## config.mk

```make
export PLATFORM = sky130hd
export DESIGN_NAME = pwm_multi
export DESIGN_NICKNAME = d
export VERILOG_FILES = /design/src/rtl/pwm_multi.sv
export SDC_FILE = /design/constraint.sdc
export NUM_CORES = 1
export LEC_CHECK = 0
export CAP_MARGIN = 20
export CORE_MARGIN = 3
export CORE_UTILIZATION = 52
export DETAILED_ROUTE_END_ITERATION = 10
export GPL_TIMING_DRIVEN = 0
export HOLD_SLACK_MARGIN = 0.05
export PLACE_DENSITY = 0.81
export SETUP_SLACK_MARGIN = 0.3
export SYNTH_ARGS = -nofsm -noshare
export SYNTH_HDL_FRONTEND = slang
export SYNTH_SLANG_ARGS = --single-unit
export TNS_END_PERCENT = 50
```

## constraint.sdc

```tcl
create_clock -name clk -period 4.6 [get_ports clk]
set_clock_uncertainty 0.1 [all_clocks]
set_input_delay 0.92 -clock clk [delete_from_list [all_inputs] [get_ports clk]]
set_output_delay 0.92 -clock clk [all_outputs]
set_load 0.01 [all_outputs]
```

## src/rtl/pwm_multi.sv

```systemverilog
// Multi-channel PWM generator: one shared edge- or center-aligned carrier,
// double-buffered period/duty/mode with transfer at carrier boundaries.
module pwm_multi #(
  parameter int unsigned PWM_SIZE = 16,
  parameter int unsigned NUM_CH   = 4
) (
  input  logic                       clk,
  input  logic                       rst_n,
  input  logic                       en,
  input  logic                       center_mode,
  input  logic [PWM_SIZE-1:0]        pwm_period,
  input  logic [NUM_CH*PWM_SIZE-1:0] pwm_duty,
  input  logic [NUM_CH-1:0]          pwm_invert,
  input  logic                       load,
  output logic [NUM_CH-1:0]          pwm_out,
  output logic                       period_start,
  output logic                       update_ack
);

  localparam int unsigned CW = PWM_SIZE;
  localparam logic [CW-1:0] CNT_ZERO = CW'(0);
  localparam logic [CW-1:0] CNT_ONE  = CW'(1);

  typedef enum logic {DIR_UP = 1'b0, DIR_DOWN = 1'b1} dir_t;

  typedef logic [NUM_CH-1:0][CW-1:0] duty_arr_t;

  logic [CW-1:0] cnt_q, cnt_d;
  dir_t          dir_q, dir_d;

  logic [CW-1:0] period_act, period_sh;
  duty_arr_t     duty_act, duty_sh;
  logic          center_act, center_sh;
  logic          pending;

  logic [CW-1:0]     period_eff_c;
  duty_arr_t         duty_eff_c;
  logic              center_eff_c;
  logic              pending_eff_c;
  logic              boundary_c;
  logic              xfer_ok_c;
  logic              xfer_c;
  logic [CW-1:0]     p_last_c;
  logic [NUM_CH-1:0] raw_c;
  logic [NUM_CH-1:0] out_d;

  // A load in the current cycle overrides the shadow so it can transfer at once
  always_comb begin
    period_eff_c  = load ? pwm_period : period_sh;
    duty_eff_c    = load ? duty_arr_t'(pwm_duty) : duty_sh;
    center_eff_c  = load ? center_mode : center_sh;
    pending_eff_c = load | pending;
  end

  // Carrier next-state: count direction, next counter value, boundary detect
  always_comb begin
    cnt_d      = CNT_ZERO;
    dir_d      = DIR_UP;
    boundary_c = 1'b0;
    xfer_ok_c  = 1'b0;
    p_last_c   = period_act - CNT_ONE;
    if (!en) begin
      // Stopped carrier: hold at zero, accept a pending update immediately
      xfer_ok_c = 1'b1;
    end else if (period_act == CNT_ZERO) begin
      // Idle carrier never wraps, so a pending update is taken right away
      xfer_ok_c = 1'b1;
    end else if (period_act == CNT_ONE) begin
      boundary_c = 1'b1;
    end else if (!center_act) begin
      if (cnt_q >= p_last_c) begin
        boundary_c = 1'b1;
      end else begin
        cnt_d = cnt_q + CNT_ONE;
      end
    end else begin
      case (dir_q)
        DIR_UP: begin
          if (cnt_q >= p_last_c) begin
            // Reverse at the peak; with P=2 the next value is already zero
            if (cnt_q <= CNT_ONE) begin
              boundary_c = 1'b1;
            end else begin
              cnt_d = cnt_q - CNT_ONE;
              dir_d = DIR_DOWN;
            end
          end else begin
            cnt_d = cnt_q + CNT_ONE;
          end
        end
        DIR_DOWN: begin
          if (cnt_q <= CNT_ONE) begin
            boundary_c = 1'b1;
          end else begin
            cnt_d = cnt_q - CNT_ONE;
            dir_d = DIR_DOWN;
          end
        end
        default: begin
          boundary_c = 1'b1;
        end
      endcase
    end
    xfer_c = (boundary_c | xfer_ok_c) & pending_eff_c;
  end

  // Per-channel compare against the active duty, then live polarity
  always_comb begin
    raw_c = '0;
    for (int c = 0; c < NUM_CH; c++) begin
      raw_c[c] = (period_active_nz()) && (cnt_q < duty_act[c]);
    end
    out_d = en ? (raw_c ^ pwm_invert) : '0;
  end

  function automatic logic period_active_nz();
    return period_act != CNT_ZERO;
  endfunction

  // Carrier state register
  always_ff @(posedge clk or negedge rst_n) begin
    if (!rst_n) begin
      cnt_q <= CNT_ZERO;
      dir_q <= DIR_UP;
    end else begin
      cnt_q <= cnt_d;
      dir_q <= dir_d;
    end
  end

  // Shadow set and pending flag
  always_ff @(posedge clk or negedge rst_n) begin
    if (!rst_n) begin
      period_sh <= CNT_ZERO;
      duty_sh   <= '0;
      center_sh <= 1'b0;
      pending   <= 1'b0;
    end else begin
      period_sh <= period_eff_c;
      duty_sh   <= duty_eff_c;
      center_sh <= center_eff_c;
      pending   <= pending_eff_c & ~xfer_c;
    end
  end

  // Active set, updated only on a transfer
  always_ff @(posedge clk or negedge rst_n) begin
    if (!rst_n) begin
      period_act <= CNT_ZERO;
      duty_act   <= '0;
      center_act <= 1'b0;
    end else if (xfer_c) begin
      period_act <= period_eff_c;
      duty_act   <= duty_eff_c;
      center_act <= center_eff_c;
    end
  end

  // Registered outputs
  always_ff @(posedge clk or negedge rst_n) begin
    if (!rst_n) begin
      pwm_out      <= '0;
      period_start <= 1'b0;
      update_ack   <= 1'b0;
    end else begin
      pwm_out      <= out_d;
      period_start <= boundary_c;
      update_ack   <= xfer_c;
    end
  end

endmodule

```

==> reports/results.ini, run 1 <==
[power_and_ir_drop]
p_leak_nw = 5.361
comb_power_share_pct = 19.1
power.total_mw = 4.128
irDropWorstVdd_uv = 260.6
pwr-share-clk_pct = 32.9
power_density_nw_per_um2 = 353.9
p_seq_share_pct = 48.0
switching_share_pct = 27.84
p_int_mw = 2.979
power_switching_mw = 1.149

[grt]
grt.met2_usage_pct = 38.33
track_usage_pct = 22.12
grt_pass1_vias = 7044
grt.overflow.total = 0
grt-busiest-layer = met2
grt_util_met1_pct = 28.05
grt_pass1_wl_mm = 35.40
use_met3_pct = 4.435
grt_max_degree = 101
antenna_found_initial = 0

[setup_path]
cp_max_fo = 10
worstSetupPathType = reg2reg
cp_slowest_cell = dfrtp_2
path_cells = nor4_4, nor4b_4, nand2_2, or4_1, xor2_1, ha_1, o21a_1, o211ai_1, o221ai_4, buf_6, o31a_1, buf_4, clkbuf_4, a221oi_2, nor3_1
start_kind = flip-flop
worstPathRequired_ns = 4.78
worst-path-buf-inv = 3
slowest_delay_ns = 0.45
critPathTopFamily = compound AO/OA/AOI/OAI gates
cp.arrival_ns = 4.29
cp-end-kind = flip-flop

[sta]
rsz0062_at_grt = false
period_share_pct = 89.23
finalSetupViolCount = 0
slew_viol_final = 0
post-route-min-period_ns = 4.105
clock.fmax_mhz = 243.6
tightest_slew_ns = 0.9775
setup_slack_ns = 0.4953
hold_viol = 0
slew_headroom_pct = 33.15

[synthesis]
synth_ff_type = dfrtp_1
netlist_instances = 813
yosysWarnings = 0
yosysSeqAreaShare_pct = 48.07
synth_fp_nets = 983
syn_area_per_cell_um2 = 11.91
synthesis.area_um2 = 9682
synth_edf_count = 0
synth-seq-cells = 186
synth_cell_types = 51
synthArstFlopShare_pct = 100.0

[floorplan]
dieArea_um2 = 20290
core_area_um2 = 18150
ios = 95
die_height_um = 142.5
start_util_pct = 53.35
std_cell_rows = 49
die_width_um = 142.5

[clock_tree]
cts_sinks = 186
clkLatencyLatePin_ns = 0.43
clk_pin_slew_ns = 0.07
numCtsBuffers = 17
htree_levels = 4
holdBufCountCts = 0
clock-root-buffer = clkbuf_16
cts.path.max_buffers = 2
cts_tree = done

[layout]
stdcell_area_um2 = 11660
fin_nets = 1107
drive_gt1_share_pct = 22.84
n_fill_cell = 1405
syn_to_final_growth_pct = 20.47
fin_util_pct = 64.27
insertedDiodeCount = 0

[routing]
ant_nets = 0
dr.pass1.iters = 6
vias_per_cell = 5.654
wirelength_mm = 21.47
drt-wirelength-per-cell_um = 18.21
vias = 6666
drtIter0Drc = 336
drc = 0

[run_status]
status = finished, final reports clean

[placement]
placed_cell_area_um2 = 10940
preCtsSetupSlack_ns = -0.3419
hpwl_mm = 14.93
gp_congestion = 0.9094
port-buffer-count = 93

[job]
max-cap-violations = 0

[worst_hold_path]
hold_path.class = in2async

power groups by stage:
| stage | logic [mW] | clock network (mW) | registers (mW) |
|---|---|---|---|
| 4_1_cts | 0.779 | 1.39 | 1.98 |
| 6_report | 0.788 | 1.36 | 1.98 |
| 2_1_floorplan | 0.526 | 0 | 1.97 |
| 3_3_place_gp | 0.730 | 0 | 2.00 |
| 3_5_place_dp | 0.762 | 0 | 2.01 |
| 5_1_grt | 0.889 | 1.45 | 2.01 |
metrics by stage:
stage | TNS [ns] | instances | hold WS, ns
global placement | -944.03 | 1135 | 0.3704
CTS | 0 | 1175 | 0.3901
detailed placement | -25.36 | 1136 | 0.3751
floorplan | 0 | 813 | 0.3581
global route | 0 | 1179 | 0.4105
finish | 0 | 1179 | 0.3752
cell families after synthesis:
kind of cell	Yosys count	share of synthesized area, %
flops	186	48.07
buf+inv	96	4.381
simple gates	153	7.909
fa+ha+maj	81	10.47
mux	166	19.24
compound gates	108	7.845
xor+xnor	23	2.081
final timing paths:
check                               from            end  slack (ns)  cells after the start
min reg2reg                 duty_act[25]   duty_act[25]        0.39                      1
min                                rst_n    duty_sh[57]        0.38                      1
min in group clk            duty_act[25]   duty_act[25]        0.39                      1
max                        period_act[4]      cnt_q[13]        0.50                     15
max in group asynchronous          rst_n  period_act[4]        3.13                      2
max reg2reg                period_act[4]      cnt_q[13]        0.50                     15
worst reg2reg max path, cell delays in order (launching register included):
cell and delay (ns):
dfrtp_2 0.45, nor4_4 0.29, nor4b_4 0.27, nand2_2 0.11, or4_1 0.44, xor2_1 0.17
ha_1 0.30, o21a_1 0.18, o211ai_1 0.26, o221ai_4 0.18, buf_6 0.18, o31a_1 0.35
buf_4 0.15, clkbuf_4 0.19, a221oi_2 0.25, nor3_1 0.06
sequential cells by signal, indices dropped and copies added (netlist names), 4 cells and up:
name and cells:
duty_act 64, pwm_out 4, cnt_q 16, duty_sh 64, period_act 16, period_sh 16
layout make-up:
| type | count | area [um^2] | share of cell area (%) |
|---|---|---|---|
| timing repair buffer | 105 | 1052 | 9.022 |
| inverter | 68 | 255.2 | 2.188 |
| multi-input combinational | 531 | 4690 | 40.21 |
| clock buffer | 18 | 429.2 | 3.679 |
| clock inverter | 14 | 110.1 | 0.9440 |
| tap | 229 | 286.5 | 2.457 |
| sequential | 186 | 4658 | 39.94 |
| buffer | 28 | 182.7 | 1.566 |
placed cells by master (no fill, tap or decap), types with 9 or more instances in the layout:
master           instances
ha_1                    81
nor3_1                  19
nand2_1                 35
o21ai_0                 19
mux2_2                 145
mux2_1                  16
a21o_1                  10
clkbuf_16               17
nand2b_1                15
nand3_1                  9
buf_6                    9
a21oi_1                 28
clkbuf_1                17
clkdlybuf4s50_1         92
dfrtp_1                183
inv_1                   68
nor2_1                  35
xor2_1                  15
nand4_1                 10
layer usage:
layer / share of wire, % / up-vias
met1: 43 / 3329
met4: 1.8 / 0
met3: 4.2 / 28
li1: - / 3146
met2: 51 / 163
met5: 0 / -
cell usage after synthesis (all sizes together) (4+ instances only):
| cell | instances | area, um^2 |
|---|---|---|
| dfrtp | 186 | 4654 |
| mux2 | 161 | 1813 |
| ha | 81 | 1013 |
| inv | 68 | 255.2 |
| nand2 | 36 | 135.1 |
| nor2 | 36 | 135.1 |
| a21oi | 29 | 156.4 |
| nor3 | 19 | 95.09 |
| o21ai | 19 | 95.09 |
| clkbuf | 17 | 63.81 |
| nand2b | 15 | 93.84 |
| xor2 | 15 | 131.4 |
| buf | 11 | 105.1 |
| a21o | 10 | 75.07 |
| nand4 | 10 | 62.56 |
| a221oi | 9 | 78.83 |
| nand3 | 9 | 45.04 |
| xnor2 | 8 | 70.07 |
| a211oi | 7 | 52.55 |
| nor4 | 7 | 50.05 |
| a311oi | 6 | 52.55 |
| or3 | 6 | 37.54 |
| mux2i | 5 | 50.05 |
| a2111oi | 4 | 35.03 |
| o21a | 4 | 30.03 |
repair_timing:
action                     in CTS  in global routing
setup buffers                   7                  2
setup endpoints to repair      96                 94
pin swaps                       3                  4
gates resized for setup         7                 16
Note: power is estimated with default switching activity, not from simulation.
==> inputs of run 2 (changes only) <==
MAX_ROUTING_LAYER = met4   (was default)
==> run 2 against run 1 <==
Against the previous run: sequential power about the same; non-clock buffer count unchanged; worst hold slack lost 0.058 ns; worst setup slack worse by 0.010 ns.
==> reports/results.ini, run 2 (synthesized netlist as in run 1, its figures left out) <==
[setup_path]
worstSetupPathType = reg2reg  ; unchanged
slowest_delay_ns = 0.45  ; about the same
r2r-end = duty_act[30]  ; was cnt_q[13]
cp.arrival_ns = 4.34  ; was 4.29 ns
worstPathRequired_ns = 4.82  ; was 4.78 ns
ff2ff_path_depth = 15  ; unchanged
cp_max_fo = 10  ; unchanged
start_kind = flip-flop  ; unchanged
r2r_slack_ns = 0.48  ; was 0.50 ns
r2r_start = period_act[2]  ; was period_act[4]
cp_slowest_cell = dfrtp_2  ; unchanged
path_cells = nor4_4, nor4b_4, nand2_2, or4_1, xor2_1, ha_1, nand4_1, or2_4, o41ai_4, buf_4, o21bai_4, a21oi_4, buf_12, buf_6, mux2_2  ; was nor4_4, nor4b_4, nand2_2, or4_1, xor2_1, ha_1, o21a_1, o211ai_1, o221ai_4, buf_6, o31a_1, buf_4, clkbuf_4, a221oi_2, nor3_1
cp-end-kind = flip-flop  ; unchanged

[layout]
n_fill_cell = 1394  ; was 1,405
final_common_cell = dfrtp_1  ; unchanged
drive_gt1_share_pct = 22.84  ; unchanged
fin_nets = 1107  ; unchanged
final_cell_mix = 184 x dfrtp_1, 145 x mux2_2, 92 x clkdlybuf4s50_1  ; was 183 x dfrtp_1, 145 x mux2_2, 92 x clkdlybuf4s50_1
reg_top3 = duty_act: 64 flops, duty_sh: 64 flops  ; unchanged
stdcell_area_um2 = 11660  ; about the same
multiInputGateArea_um2 = 4658  ; was 4690 um^2
fin_util_pct = 64.24  ; was 64.27%
syn_to_final_growth_pct = 20.42  ; was 20.47%
seq_area_um2 = 4657  ; was 4658 um^2
insertedDiodeCount = 0  ; unchanged

[floorplan]
start_util_pct = 53.35  ; unchanged
core_area_um2 = 18150  ; unchanged
dieArea_um2 = 20290  ; unchanged
die_height_um = 142.5  ; unchanged
std_cell_rows = 49  ; unchanged
ios = 95  ; unchanged
die_width_um = 142.5  ; unchanged

[grt]
grt_pass1_vias = 6909  ; was 7,044
antenna_found_initial = 0  ; unchanged
track_usage_pct = 23.18  ; was 22.12%
grt.overflow.total = 0  ; unchanged
grt_pass1_wl_mm = 35.57  ; was 35.40 mm
grt_max_degree = 117  ; was 101

[routing]
drt-wirelength-per-cell_um = 18.57  ; was 18.21 um
ant_nets = 0  ; unchanged
vias_per_cell = 5.650  ; was 5.654
wirelength_mm = 21.89  ; was 21.47 mm
dr.pass1.iters = 5  ; was 6
maxUsedRoutingLayer = met4  ; unchanged
wl_met1_mm = 9.316  ; was 9.242 mm
met2_length_mm = 10.83  ; was 10.94 mm
vias = 6661  ; was 6,666
drc = 0  ; unchanged
drtIter0Drc = 322  ; was 336
routed-wl-met3_mm = 1.235  ; was 892 um

[sta]
rsz0062_at_grt = false  ; unchanged
finalSetupViolCount = 0  ; unchanged
post-route-min-period_ns = 4.115  ; was 4.105 ns
hold_viol = 0  ; unchanged
tightest_slew_ns = 1.060  ; was 0.9775 ns
period_share_pct = 89.46  ; was 89.23%
tns_ns = 0  ; unchanged
slew_viol_final = 0  ; unchanged
slew_headroom_pct = 29.35  ; was 33.15%
clock.fmax_mhz = 243.0  ; was 243.6 MHz

[power_and_ir_drop]
comb_power_share_pct = 18.7  ; was 19.1%
p_leak_nw = 5.383  ; was 5.361 nW
p_int_mw = 3.001  ; was 2.979 mW
irDropWorstVdd_uv = 282.0  ; was 260.6 uV
p_seq_share_pct = 47.4  ; was 48.0%
switching_share_pct = 28.23  ; was 27.84%
power_switching_mw = 1.180  ; was 1.149 mW
pwr-share-clk_pct = 33.9  ; was 32.9%
power_density_nw_per_um2 = 358.7  ; was 353.9 nW/um^2

[placement]
port-buffer-count = 93  ; unchanged
gp_congestion = 0.9174  ; was 0.9094
hpwl_mm = 14.92  ; was 14.93 mm
placed_cell_area_um2 = 10940  ; unchanged

[clock_tree]
clk_pin_slew_ns = 0.07  ; about the same
numCtsBuffers = 17  ; unchanged
clock-root-buffer = clkbuf_16  ; unchanged
clkLatencyLatePin_ns = 0.44  ; was 0.43 ns
cts.path.max_buffers = 2  ; unchanged
htree_levels = 4  ; unchanged
cts_sinks = 186  ; unchanged
holdBufCountCts = 0  ; unchanged
cts_tree = done  ; unchanged

[job]
max-cap-violations = 0  ; unchanged

[worst_hold_path]
hold_path.class = in2async  ; unchanged

[run_status]
status = finished, final reports clean  ; unchanged

==> run 2: cell count changes in the layout (fill, tap and decap cells not counted), sizes merged <==
cell | previous run | this run
clkinvlp | 3 | 2
clkinv | 3 | 5
inv | 76 | 75
==> run 2: metrics by stage <==
stage	hold slack (ns)	power (mW)	setup slack, ns	cells
after floorplan	0.3581	2.494	0.4307	813
final	0.3176	4.181	0.4849	1179
after global placement	0.3703	2.726	-5.032	1135
after global routing	0.3672	4.403	0.3173	1179
after CTS	0.3458	4.204	0.3159	1174
after detailed placement	0.3760	2.772	-0.2428	1136
==> run 2: worst max-delay path by stage <==
stage | from | endpoint | slack (ns) | cells after the start
floorplan | period_act[5] | duty_act[37] | 0.43 | 13
global placement | rst_n | duty_sh[19] | -5.03 | 1
detailed placement | period_act[5] | duty_act[30] | -0.24 | 13
CTS | period_act[5] | duty_act[30] | 0.32 | 15
global route | period_act[2] | cnt_q[7] | 0.32 | 14
finish | period_act[2] | duty_act[30] | 0.48 | 15
==> run 2: critical path, delay by kind of cell, from the launching register on <==
| family | cells | cell delay, ns |
|---|---|---|
| simple gates | 6 | 1.53 |
| compound gates | 3 | 0.57 |
| buf+inv | 3 | 0.52 |
| flops | 1 | 0.45 |
| mux | 1 | 0.35 |
| fa+ha+maj | 1 | 0.30 |
| xor+xnor | 1 | 0.17 |
==> run 2: routing by layer <==
metal  GRT usage [%]  vias to the layer above
met5               -                        -
met4           7.504                        0
met3           4.435                       39
met2           38.11                      185
met1           29.07                     3288
li1                -                     3149
==> run 2: layout make-up <==
class,count,area share [%]
clock buffer,18,3.767
timing repair buffer,105,9.026
sequential,186,39.94
buffer,28,1.545
tap,229,2.458
clock inverter,14,1.116
inverter,68,2.189
multi-input combinational,531,39.95
==> run 2: what timing repair did <==
item,4_1_cts,5_1_grt
resized for setup,8,11
pin swaps,3,1
setup buffers,6,3
endpoints found under the setup margin,96,94
==> run 2: power by group through the flow <==
| stage | registers [mW] | clock network [mW] | logic [mW] |
|---|---|---|---|
| floorplan | 1.97 | 0 | 0.526 |
| global placement | 2.00 | 0 | 0.729 |
| detailed placement | 2.01 | 0 | 0.763 |
| CTS | 1.98 | 1.44 | 0.783 |
| global route | 2.01 | 1.51 | 0.885 |
| finish | 1.98 | 1.42 | 0.782 |
==> inputs of run 3 (changes only) <==
GPL_ROUTABILITY_DRIVEN = 0   (was default)
==> run 3 against run 2 <==
Against the previous run: critical endpoint is now duty_act[5]; non-clock buffer count rose by 4; worst hold slack improved by 0.052 ns; final area rose by 1.5%; wire length rose by 1.8%; largest cell class unchanged; flip-flop and latch count did not move; fmax fell by 1.5%; highest routed layer unchanged; clock power barely moved; global-route usage fell by 0.66 points.
==> reports/results.ini, run 3 (synthesized netlist as in run 1, its figures left out) <==
[setup_path]
cp.arrival_ns = 4.39  ; was 4.34 ns
cp-end-kind = flip-flop  ; unchanged
start_kind = flip-flop  ; unchanged
slowest_delay_ns = 0.45  ; about the same
cp_slowest_cell = dfrtp_2  ; unchanged
worstPathRequired_ns = 4.81  ; was 4.82 ns
worstSetupPathType = reg2reg  ; unchanged
path_cells = nor4_4, nor4b_4, nand2_2, or4_4, xor2_2, ha_4, nand4_1, or2_4, o41ai_4, buf_4, o21bai_4, a21oi_4, buf_12, buf_6, mux2_2  ; was nor4_4, nor4b_4, nand2_2, or4_1, xor2_1, ha_1, nand4_1, or2_4, o41ai_4, buf_4, o21bai_4, a21oi_4, buf_12, buf_6, mux2_2
cp_max_fo = 10  ; unchanged
r2r_slack_ns = 0.42  ; was 0.48 ns
ff2ff_path_depth = 15  ; unchanged

[layout]
insertedDiodeCount = 0  ; unchanged
syn_to_final_growth_pct = 22.19  ; was 20.42%
drive_gt1_share_pct = 22.90  ; was 22.84%
reg_top3 = duty_act: 64 flops, duty_sh: 64 flops  ; unchanged
fin_nets = 1111  ; was 1,107
n_fill_cell = 1371  ; was 1,394
final_common_cell = dfrtp_1  ; unchanged
fin_util_pct = 65.19  ; was 64.24%
final_cell_mix = 184 x dfrtp_1, 140 x mux2_2, 92 x clkdlybuf4s50_1  ; was 184 x dfrtp_1, 145 x mux2_2, 92 x clkdlybuf4s50_1

[power_and_ir_drop]
p_leak_nw = 5.452  ; was 5.383 nW
irDropWorstVdd_uv = 282.6  ; was 282.0 uV
power.total_mw = 4.228  ; was 4.181 mW
power_density_nw_per_um2 = 357.4  ; was 358.7 nW/um^2

[sta]
holdWs_ns = 0.3701  ; was 0.3176 ns
slew_headroom_pct = 28.31  ; was 29.35%
period_share_pct = 90.83  ; was 89.46%
post-route-min-period_ns = 4.178  ; was 4.115 ns
rsz0062_at_grt = true  ; was false
hold_viol = 0  ; unchanged
slew_viol_final = 0  ; unchanged
clock.fmax_mhz = 239.3  ; was 243.0 MHz
setup_slack_ns = 0.4218  ; was 0.4849 ns
finalSetupViolCount = 0  ; unchanged
tightest_slew_ns = 1.066  ; was 1.060 ns

[routing]
drtIter0Drc = 355  ; was 322
vias_per_cell = 5.786  ; was 5.650
vias = 6833  ; was 6,661
drc = 0  ; unchanged
ant_nets = 0  ; unchanged
drt-wirelength-per-cell_um = 18.87  ; was 18.57 um
wirelength_mm = 22.29  ; was 21.89 mm
dr.pass1.iters = 5  ; unchanged

[grt]
grt_max_degree = 99  ; was 117
grt.overflow.total = 0  ; unchanged
grt_pass1_wl_mm = 34.76  ; was 35.57 mm
grt_pass1_vias = 6983  ; was 6,909
antenna_found_initial = 0  ; unchanged
track_usage_pct = 22.53  ; was 23.18%

[floorplan]
die_height_um = 142.5  ; unchanged
std_cell_rows = 49  ; unchanged
dieArea_um2 = 20290  ; unchanged
die_width_um = 142.5  ; unchanged
core_area_um2 = 18150  ; unchanged
ios = 95  ; unchanged
start_util_pct = 53.35  ; unchanged

[clock_tree]
cts.path.max_buffers = 2  ; unchanged
numCtsBuffers = 17  ; unchanged
cts_tree = done  ; unchanged
holdBufCountCts = 0  ; unchanged
clock-root-buffer = clkbuf_16  ; unchanged
htree_levels = 4  ; unchanged
cts_sinks = 186  ; unchanged
clk_pin_slew_ns = 0.06  ; was 0.07 ns
clkLatencyLatePin_ns = 0.43  ; was 0.44 ns

[placement]
port-buffer-count = 93  ; unchanged
preCtsSetupSlack_ns = -0.2281  ; was -0.2428 ns
hpwl_mm = 14.82  ; was 14.92 mm

[worst_hold_path]
hold_path.class = in2async  ; unchanged

[job]
max-cap-violations = 0  ; unchanged

[run_status]
status = finished, final reports clean  ; unchanged

## run 3: cell types whose count changed in the layout (fill, tap and decap cells not counted), moves of 3 or more
cell and change:
clkbuf_1 +5, buf_8 +3, inv_6 -3, buf_6 -5, clkinv_4 -4, mux2_4 +5
mux2_2 -5, inv_8 -4, buf_12 +3, clkbuf_16 +3
## run 3: path summary, 6_finish.rpt
| kind | from | end |
|---|---|---|
| worst max-delay path | period_act[2] | duty_act[5] |
| min in group clk | duty_act[17] | duty_act[17] |
| worst min-delay path | rst_n | duty_sh[57] |
| max in group asynchronous | rst_n | period_act[2] |
| worst max register to register | period_act[2] | duty_act[5] |
| worst min register to register | duty_act[17] | duty_act[17] |
## run 3: final cells by class
type	instances	area (um^2)	share of cell area [%]
multi-input combinational	531	4712	39.83
sequential	186	4657	39.37
timing repair buffer	109	1137	9.614
clock buffer	23	467.9	3.956
tap	229	286.5	2.422
inverter	68	255.2	2.158
buffer	28	220.2	1.861
clock inverter	7	93.84	0.7932
## run 3: power by group
group / internal (mW) / switching (mW) / total [mW] / leakage, nW
sequential: 1.85 / 0.133 / 1.99 / 2.22
combinational: 0.441 / 0.383 / 0.825 / 2.96
clock: 0.822 / 0.594 / 1.42 / 0.269
total: 3.12 / 1.11 / 4.23 / 5.45
## run 3: metrics by stage
stage / TNS, ns / cells / cell area, um^2
2_1_floorplan: 0 / 813 / 9693
5_1_grt: 0 / 1181 / 11830
6_report: 0 / 1181 / 11830
3_5_place_dp: -16.06 / 1136 / 10940
3_3_place_gp: -948.24 / 1135 / 10910
4_1_cts: 0 / 1173 / 11600
## run 3: metal layers
layer,wire [um],vias to the layer above,global-route usage (%)
li1,-,3150,-
met1,9118,3394,27.90
met2,11110,231,37.17
met3,1270,58,4.032
met4,792,0,8.204
met5,0,-,-
## run 3: what timing repair did
action,4_1_cts,5_1_grt
gates resized for setup,7,32
setup buffers,7,4
endpoints found under the setup margin,96,94
cloned,0,3
pin swaps,3,3
## run 3: critical path: cells and delay by family (launching register included)
family,cells,cell delay (ns)
flops,1,0.45
compound gates,3,0.63
simple gates,6,1.56
xor+xnor,1,0.17
buf+inv,3,0.53
fa+ha+maj,1,0.28
mux,1,0.34
